`src/rtl/mdu_iter.sv`:
```
// mdu_iter: iterative shift-add multiplier and restoring divider, one bit per cycle.
// Define MDU_SIGNED_EN to honour the sign input (two's complement operands).
module mdu_iter #(
  parameter int WIDTH = 32,
  parameter int CNT_W = 6
) (
  input  logic             clk,
  input  logic             rst,
  input  logic             start,
  input  logic             flush,
  input  logic [1:0]       op,
  input  logic             sign,
  input  logic [WIDTH-1:0] A,
  input  logic [WIDTH-1:0] B,
  output logic             busy,
  output logic             done,
  output logic [WIDTH-1:0] result,
  output logic             divzero
);

  localparam logic [1:0] OP_MUL  = 2'b00;
  localparam logic [1:0] OP_MULH = 2'b01;
  localparam logic [1:0] OP_DIV  = 2'b10;
  localparam logic [1:0] OP_REM  = 2'b11;

  typedef enum logic [1:0] {IDLE = 2'd0, CALC = 2'd1, FIN = 2'd2} state_t;

  state_t             state, state_nxt;
  logic [CNT_W-1:0]   cnt;
  logic [2*WIDTH-1:0] acc;
  logic [WIDTH-1:0]   opnd;
  logic [1:0]         op_q;
  logic               dz_q;
  logic [WIDTH-1:0]   a_mag, b_mag;
  logic               b_zero, last_iter;
  logic [WIDTH:0]     mul_sum, div_shift, div_diff;
  logic [2*WIDTH-1:0] mul_step, div_step;
  logic [2*WIDTH-1:0] prod_fix;
  logic [WIDTH-1:0]   quo_fix, rem_fix, res_final;

`ifdef MDU_SIGNED_EN
  logic neg_q, res_neg;

  function automatic logic [WIDTH-1:0] neg_w(input logic [WIDTH-1:0] v, input logic neg);
    return neg ? (~v + WIDTH'(1)) : v;
  endfunction

  function automatic logic [2*WIDTH-1:0] neg_2w(input logic [2*WIDTH-1:0] v, input logic neg);
    return neg ? (~v + (2*WIDTH)'(1)) : v;
  endfunction

  // Iterate on magnitudes; the sign is restored when the result is registered.
  always_comb begin
    a_mag   = neg_w(A, sign & A[WIDTH-1]);
    b_mag   = neg_w(B, sign & B[WIDTH-1]);
    res_neg = (op == OP_REM) ? (sign & A[WIDTH-1])
                             : (sign & (A[WIDTH-1] ^ B[WIDTH-1]));
  end
`else
  logic unused_sign;
  assign unused_sign = sign;
  assign a_mag       = A;
  assign b_mag       = B;
`endif

  assign b_zero    = op[1] && (B == '0);
  assign last_iter = (cnt == CNT_W'(WIDTH-1));

  always_ff @(posedge clk or posedge rst) begin
    if (rst) state <= IDLE;
    else     state <= state_nxt;
  end

  // A zero divisor spends a single cycle in CALC so FIN timing is shared by both paths.
  always_comb begin
    state_nxt = state;
    if (flush) begin
      state_nxt = IDLE;
    end else begin
      case (state)
        IDLE:    if (start) state_nxt = CALC;
        CALC:    if (last_iter || dz_q) state_nxt = FIN;
        FIN:     state_nxt = IDLE;
        default: state_nxt = IDLE;
      endcase
    end
  end

  always_comb begin
    busy = (state == CALC);
  end

  always_comb begin
    mul_sum   = {1'b0, acc[2*WIDTH-1:WIDTH]} + (acc[0] ? {1'b0, opnd} : '0);
    mul_step  = {mul_sum, acc[WIDTH-1:1]};
    div_shift = {acc[2*WIDTH-1:WIDTH], acc[WIDTH-1]};
    div_diff  = div_shift - {1'b0, opnd};
    div_step  = div_diff[WIDTH] ? {div_shift[WIDTH-1:0], acc[WIDTH-2:0], 1'b0}
                                : {div_diff[WIDTH-1:0],  acc[WIDTH-2:0], 1'b1};
  end

  always_comb begin
`ifdef MDU_SIGNED_EN
    prod_fix = neg_2w(acc, neg_q);
    quo_fix  = neg_w(acc[WIDTH-1:0], neg_q);
    rem_fix  = neg_w(acc[2*WIDTH-1:WIDTH], neg_q);
`else
    prod_fix = acc;
    quo_fix  = acc[WIDTH-1:0];
    rem_fix  = acc[2*WIDTH-1:WIDTH];
`endif
    case (op_q)
      OP_MUL:  res_final = prod_fix[WIDTH-1:0];
      OP_MULH: res_final = prod_fix[2*WIDTH-1:WIDTH];
      OP_DIV:  res_final = dz_q ? '1 : quo_fix;
      OP_REM:  res_final = dz_q ? acc[WIDTH-1:0] : rem_fix;
      default: res_final = '0;
    endcase
  end

  always_ff @(posedge clk or posedge rst) begin
    if (rst) begin
      cnt     <= '0;
      acc     <= '0;
      opnd    <= '0;
      op_q    <= '0;
      dz_q    <= 1'b0;
      done    <= 1'b0;
      divzero <= 1'b0;
      result  <= '0;
`ifdef MDU_SIGNED_EN
      neg_q   <= 1'b0;
`endif
    end else begin
      done <= 1'b0;
      if (!flush) begin
        case (state)
          IDLE: begin
            if (start) begin
              op_q    <= op;
              cnt     <= '0;
              divzero <= 1'b0;
              dz_q    <= b_zero;
              opnd    <= op[1] ? b_mag : a_mag;
              acc     <= op[1] ? {WIDTH'(0), (b_zero ? A : a_mag)} : {WIDTH'(0), b_mag};
`ifdef MDU_SIGNED_EN
              neg_q   <= res_neg;
`endif
            end
          end
          CALC: begin
            cnt <= cnt + CNT_W'(1);
            if (!dz_q) acc <= op_q[1] ? div_step : mul_step;
          end
          FIN: begin
            done    <= 1'b1;
            divzero <= dz_q;
            result  <= res_final;
          end
          default: ;
        endcase
      end
    end
  end

endmodule
```
`config.mk`:
```
export PLATFORM = sky130hd
export DESIGN_NAME = mdu_iter
export DESIGN_NICKNAME = d
export VERILOG_FILES = /design/src/rtl/mdu_iter.sv
export SDC_FILE = /design/constraint.sdc
export NUM_CORES = 1
export LEC_CHECK = 0
export ABC_AREA = 0
export BUFFER_PORTS_ARGS = -buffer_cell sky130_fd_sc_hd__buf_2
export CAP_MARGIN = 20
export CORE_MARGIN = 2
export CORE_UTILIZATION = 50
export DETAILED_ROUTE_END_ITERATION = 16
export GPL_ROUTABILITY_DRIVEN = 0
export GPL_TIMING_DRIVEN = 0
export PLACE_DENSITY_LB_ADDON = 0.25
export REMOVE_ABC_BUFFERS = 1
export SLEW_MARGIN = 20
export SYNTH_ARGS = -nofsm -noshare
export SYNTH_HDL_FRONTEND = slang
export SYNTH_SLANG_ARGS = --single-unit
```
`constraint.sdc`:
```
create_clock -name clk -period 3.6 [get_ports clk]
set_input_delay 0.18 -clock clk [delete_from_list [all_inputs] [get_ports clk]]
set_output_delay 0.18 -clock clk [all_outputs]
set_load 0.005 [all_outputs]
```
==> impl_metrics.csv, run 1 <==
group,metric,value,unit
sta,fin_tns_setup,0,ps
clock_network,cts.sinks,141,
pwr,p_int,0.00458,W
synthesis,yosysWarnings,0,
pwr,switching_share,0.404,
worst_setup_path,crit_family,"compound AO/OA/AOI/OAI gates",
clock_network,path_clk_slew,60,ps
global_route,grt_max_degree,95,
clock_network,cts_tree,"built",
pwr,power.leakage,5.84,nW
synthesis,synth-main-ff-cell,"dfrtp_1",
floorplanning,chipWidth,151,um
routing,postRouteAntennaNets,0,
worst_setup_path,critPathMostFrequentCell,"buf_4",
layout,layout.nets,1505,
floorplanning,core,21200,sq um
synthesis,avgSynthCellArea,8.36,sq um
clock_network,root_buffer,"clkbuf_16",
layout,drive_gt1_frac,0.162,
clock_network,clk_path_buf_depth,2,
worst_setup_path,endpoint_kind,"register",
floorplanning,ios,106,
routing,drt_iter0_drc,687,
worst_setup_path,cp.required,3920,ps
pwr,ir_drop,0.350,mV
layout,final_area,12400,sq um
sta,fmax,0.285,GHz
synthesis,synth-seq-cells,141,
sta,hold_violations,0,
layout,instances_no_fill,1656,
worst_setup_path,crit_chain,"buf_4 -> and2_1 -> ha_1 -> o21ai_0 -> nor2_1 -> nor4_2 -> o211ai_1 -> buf_4 -> a41o_2 -> a221oi_4 -> o21ai_2 -> xor2_1 -> a221o_1",
pwr,clkPwrFrac,0.235,
worst_setup_path,slowest_stage,"dfrtp_4",
placement,hpwl,22200,um
routing,vias,9920,
sta,worst_pin_slew,832,ps
synthesis,synth.distinct_cells,76,
sta,fin_crit,3510,ps
clock_network,cts_buffers,17,
synthesis,synth.cell_area,10800,sq um
placement,numPlacedInstances,1612,
placement,io_buffers,104,
worst_setup_path,critPathMaxFanout,18,
global_route,overflow,0,
synthesis,synthCells,1295,
worst_setup_path,setup.worst_path.start_class,"register",
sta,fin_skew,13.1,ps
synthesis,yosysSeqAreaShare,0.326,
placement,post_dp_cell_area,11600,sq um
pwr,power.total,0.00769,W
pwr,p_per_area,619,nW/um^2
pwr,netSwitchingPower,0.00311,W
routing,dr.pass1.iters,5,
floorplanning,dieArea,22800,sq um
job,cap_violations,0,
routing,wl_per_cell,18.8,um
worst_setup_path,crit_buf_inv,2,
sta,timing.final.crit_share,0.975,
floorplanning,core.rowCount,53,
synthesis,async_flop_share,1.00,
sta,finalSetupViolCount,0,
worst_setup_path,worstSetupPathType,"register to register",
clock_network,cts_max_level,4,
floorplanning,die_y,151,um
synthesis,synth-edff-count,0,
routing,drcViolationCount,0,
global_route,grt_first_pass_wirelength,49800,um
status,status,"complete, no violations",
worst_setup_path,cpPeakStageDelay,580,ps
global_route,antenna_found_initial,0,
sta,max_slew_margin,0.440,
sta,whs,59.1,ps
routing,vias_per_cell,5.99,
layout,syn_to_final_growth,14.7,%
routing,wirelength,31100,um
pwr,combPwrFrac,0.437,
hold_path,hold_class,"input pin to register",
clock_network,clock_latency,430,ps
sta,slew_viol_final,0,
global_route,grt_usage,0.279,
worst_setup_path,cp_data_arrival_time,3830,ps
global_route,grt_pass1_vias,9388,
pwr,power_frac_seq,0.328,
floorplanning,initial_core_util,0.512,
## synth_stat cells, types with 10 or more instances
cell	n	area [sq um]
xor2_1	21	184
o21ai_1	25	125
clkbuf_1	49	184
xnor2_1	36	315
o21ai_0	123	616
nand2_1	168	631
inv_1	53	199
a22oi_1	13	97.6
nand3_1	15	75.1
nand2b_1	11	68.8
mux2_2	31	349
and2_1	34	213
mux2i_1	80	801
nor3_1	15	75.1
a21oi_1	104	521
ha_1	65	813
o22ai_1	36	225
buf_2	11	55.1
a21o_1	16	120
dfrtp_1	141	3530
o21bai_1	10	75.1
nand4_1	11	68.8
nor2_1	95	357
## placed cells by master (no fill, tap or decap), types with 8 or more instances in the layout
cell	n
a21o_1	16
a21oi_1	102
a22oi_1	13
and2_1	34
buf_2	103
buf_4	8
clkbuf_16	17
dfrtp_1	139
ha_1	64
inv_1	52
mux2_2	31
mux2i_1	80
nand2_1	165
nand2b_1	10
nand3_1	15
nand4_1	11
nor2_1	92
nor3_1	14
o211ai_1	8
o21a_1	8
o21ai_0	123
o21ai_1	24
o21bai_1	10
o22ai_1	36
xnor2_1	35
xor2_1	21
## sequential cells by signal (all words and copies together), names as in the netlist
register	count
acc	64
opnd	32
result	32
cnt	6
op_q	2
state	2
divzero	1
done	1
dz_q	1
## metrics by stage
step / utilization / setup slack, ps
6_report: 0.587 / 89.0
5_1_grt: 0.587 / -13.8
4_1_cts: 0.581 / -37.7
3_5_place_dp: 0.550 / -662
3_3_place_gp: 0.538 / -4340
2_1_floorplan: - / -1610
## path summary, 6_finish.rpt
| path | startpoint | endpoint | slack, ps | depth (start not counted) |
|---|---|---|---|---|
| setup / recovery | acc[0] | acc[61] | 90 | 13 |
| hold / removal | A[1] | opnd[1] | 60 | 3 |
| setup reg to reg | acc[0] | acc[61] | 90 | 13 |
| hold reg to reg | result[21] | result[21] | 470 | 2 |
| max in group asynchronous | rst | op_q[1] | 2490 | 4 |
| min in group asynchronous | rst | result[31] | 290 | 3 |
## worst register-to-register path, cell delays in order, from the launching register on
cell and delay, ps:
dfrtp_4 580, buf_4 200, and2_1 150, ha_1 330
o21ai_0 200, nor2_1 80, nor4_2 260, o211ai_1 150
buf_4 170, a41o_2 330, a221oi_4 350, o21ai_2 130
xor2_1 150, a221o_1 310
## power by group through the flow
stage,clock [W],combinational (W),sequential [W]
after floorplan,0,0.00230,0.00242
after global routing,0.00188,0.00375,0.00258
after global placement,0,0.00307,0.00256
after CTS,0.00182,0.00328,0.00251
final,0.00181,0.00336,0.00252
after detailed placement,0,0.00322,0.00254
## layout make-up
cell class,instances,area (sq um)
multi-input cells,1029,6900
diodes,1,2.50
fillers,1881,8740
flip-flops and latches,141,3530
well taps,275,344
inverters,53,206
repair buffers,125,830
clock buffers,20,457
clock inverters,12,136
## what timing repair did
item	in CTS	in global routing
hold buffers	2	0
pin swaps	0	3
buffers inserted	1	7
gates resized for setup	7	9
setup endpoints to repair	20	9
hold endpoints to repair	48	0
## routing by layer
| layer | up-vias | GRT usage | part of all wire |
|---|---|---|---|
| li1 | 4808 | - | - |
| met5 | - | 0 | 0 |
| met2 | 292 | 0.455 | 0.47 |
| met4 | 0 | 0.0813 | 0.020 |
| met1 | 4772 | 0.390 | 0.46 |
| met3 | 48 | 0.0380 | 0.048 |
## logic make-up (layout without fill, tap and decap cells)
family / after synthesis / after routing / synth area share
buffers and inverters: 125 / 210 / 0.0467
adders and majority gates: 67 / 67 / 0.0789
and+or+nand+nor: 383 / 383 / 0.161
xor gates and xnor gates: 59 / 59 / 0.0502
AOI/OAI and AO/OA: 407 / 407 / 0.229
muxes: 113 / 113 / 0.108
other: 0 / 1 / 0
DFF: 141 / 141 / 0.326
Power figures use the tool's default switching activity.
==> run 2, diff against run 1 <==
--- a/config.mk
+++ b/config.mk
@@ -6,8 +6,7 @@
 export NUM_CORES = 1
 export LEC_CHECK = 0
 export ABC_AREA = 0
-export BUFFER_PORTS_ARGS = -buffer_cell sky130_fd_sc_hd__buf_2
-export CAP_MARGIN = 20
+export BUFFER_PORTS_ARGS = -buffer_cell sky130_fd_sc_hd__buf_4
 export CORE_MARGIN = 2
 export CORE_UTILIZATION = 50
 export DETAILED_ROUTE_END_ITERATION = 16
==> impl_metrics.csv, run 2 (same netlist as run 1, synthesis figures left out) <==
group,metric,value,unit
status,status,"complete, no violations",
global_route,antenna_found_initial,0,
clock_network,clk_path_buf_depth,2,
routing,vias,10000,
pwr,power.total,0.00767,W
layout,reg.largest.list,"acc: 64 flops, opnd: 32 flops, result: 32 flops",
placement,place_ws,-668,ps
sta,fin_crit,3550,ps
layout,syn_to_final_growth,17.0,%
layout,postLayoutCoreUtil,0.598,
clock_network,root_buffer,"clkbuf_16",
worst_setup_path,r2r_cells,12,
sta,fin_skew,11.3,ps
floorplanning,core,21200,sq um
sta,worst_pin_slew,931,ps
routing,wirelength,31300,um
clock_network,cts_max_level,4,
floorplanning,ios,106,
routing,wl_per_cell,18.9,um
global_route,grt_first_pass_wirelength,50200,um
worst_setup_path,slowest_stage,"dfrtp_4",
worst_setup_path,crit_chain,"and2_1 -> ha_1 -> a211oi_2 -> nor2_1 -> nor4_2 -> o211ai_1 -> buf_4 -> a41o_2 -> a221oi_4 -> o21ai_2 -> xor2_1 -> a221o_1",
sta,finalSetupViolCount,0,
floorplanning,dieArea,22800,sq um
routing,drcViolationCount,0,
routing,drt_iter0_drc,681,
worst_setup_path,cpPeakStageDelay,590,ps
routing,dr.pass1.iters,5,
layout,largest_register_ffs,64,
clock_network,cts_tree,"built",
clock_network,cts.sinks,141,
placement,hpwl,21800,um
pwr,p_per_area,606,nW/um^2
placement,io_buffers,104,
floorplanning,core.rowCount,53,
global_route,grt_max_degree,81,
sta,timing.final.crit_share,0.985,
global_route,grt_pass1_vias,9659,
worst_setup_path,critPathMaxFanout,19,
layout,layout.nets,1506,
layout,drive_gt1_frac,0.161,
worst_setup_path,crit_family,"compound AO/OA/AOI/OAI gates",
routing,postRouteAntennaNets,0,
pwr,ir_drop,0.327,mV
layout,regMostFlops,"acc",
sta,hold_violations,0,
layout,most-common-layout-cells,"nand2_1 (165), dfrtp_1 (139), o21ai_0 (123), buf_4 (111), a21oi_1 (103)",
worst_setup_path,endpoint_kind,"register",
sta,fmax,0.282,GHz
floorplanning,die_y,151,um
hold_path,hold_class,"input pin to register",
global_route,grt_usage,0.281,
job,cap_violations,0,
worst_setup_path,setup.worst_path.start_class,"register",
hold_path,whs_path_depth,3,
sta,worst_slack,53.7,ps
clock_network,path_clk_slew,60,ps
layout,layout_commonest_cell,"nand2_1",
worst_setup_path,crit_buf_inv,1,
worst_setup_path,cp_data_arrival_time,3860,ps
floorplanning,initial_core_util,0.512,
floorplanning,chipWidth,151,um
sta,max_slew_margin,0.373,
layout,insertedDiodeCount,0,
global_route,overflow,0,
routing,vias_per_cell,6.05,
worst_setup_path,cp.depth,12,
pwr,power.leakage,5.90,nW
worst_setup_path,cp.required,3920,ps
worst_setup_path,worstSetupPathType,"register to register",
sta,slew_viol_final,0,
clock_network,cts_buffers,17,
clock_network,clock_latency,430,ps
==> run 2: metal layers <==
layer  track usage  part of all wire  up-vias  routed length [um]
met5             0                 0        -                   0
met4         0.112             0.036        0                1130
met3        0.0377             0.053       65                1650
met2         0.449              0.46      334               14400
met1         0.387              0.45     4816               14100
li1              -                 -     4808                   -
==> run 2: final timing paths <==
path | endpoint | from | slack (ps)
max in group asynchronous | opnd[14] | rst | 2500
worst max-delay path | acc[61] | acc[0] | 50
worst min register to register | result[21] | result[21] | 480
worst max register to register | acc[61] | acc[0] | 50
worst min-delay path | opnd[5] | A[5] | 50
min in group asynchronous | result[31] | rst | 330
==> run 2: worst reg2reg max path: cells and delay by family (launching register included) <==
kind	cells	cell delay [ps]
AOI/OAI and AO/OA	6	1540
xor gates and xnor gates	1	150
and+or+nand+nor	3	590
adders and majority gates	1	390
DFF	1	590
buffers and inverters	1	180
==> run 2: layout make-up <==
type                    instances  area [sq um]
clock buffers                  21           470
clock inverters                11          83.8
fillers                      1855          8500
inverters                      53           206
multi-input cells            1031          6950
flip-flops and latches        141          3540
well taps                     275           344
repair buffers                124          1060
==> run 2: what timing repair did <==
item | CTS | global route
setup endpoints to repair | 20 | 19
buffers inserted | 1 | 8
gates cloned | 1 | 1
hold endpoints to repair | 62 | 0
hold buffers | 2 | 0
resized for setup | 6 | 11
pin swaps | 2 | 4
==> run 2: power breakdown <==
part | switching [W] | leakage (nW) | internal, W
registers | 0.000531 | 1.77 | 0.00205
clock network | 0.000735 | 0.262 | 0.000941
logic | 0.00184 | 3.87 | 0.00157
total | 0.00311 | 5.90 | 0.00456
==> run 2: stage by stage <==
stage                     instances  setup TNS (ps)  hold WS [ps]  area, sq um
final                          1656               0          50.3        12700
after global routing           1656           -35.9          65.3        12700
after CTS                      1646               0          47.4        12500
after detailed placement       1610           -5100           251        11800
after global placement         1602         -558360           416        11600
after floorplan                1223          -94000           297        10500
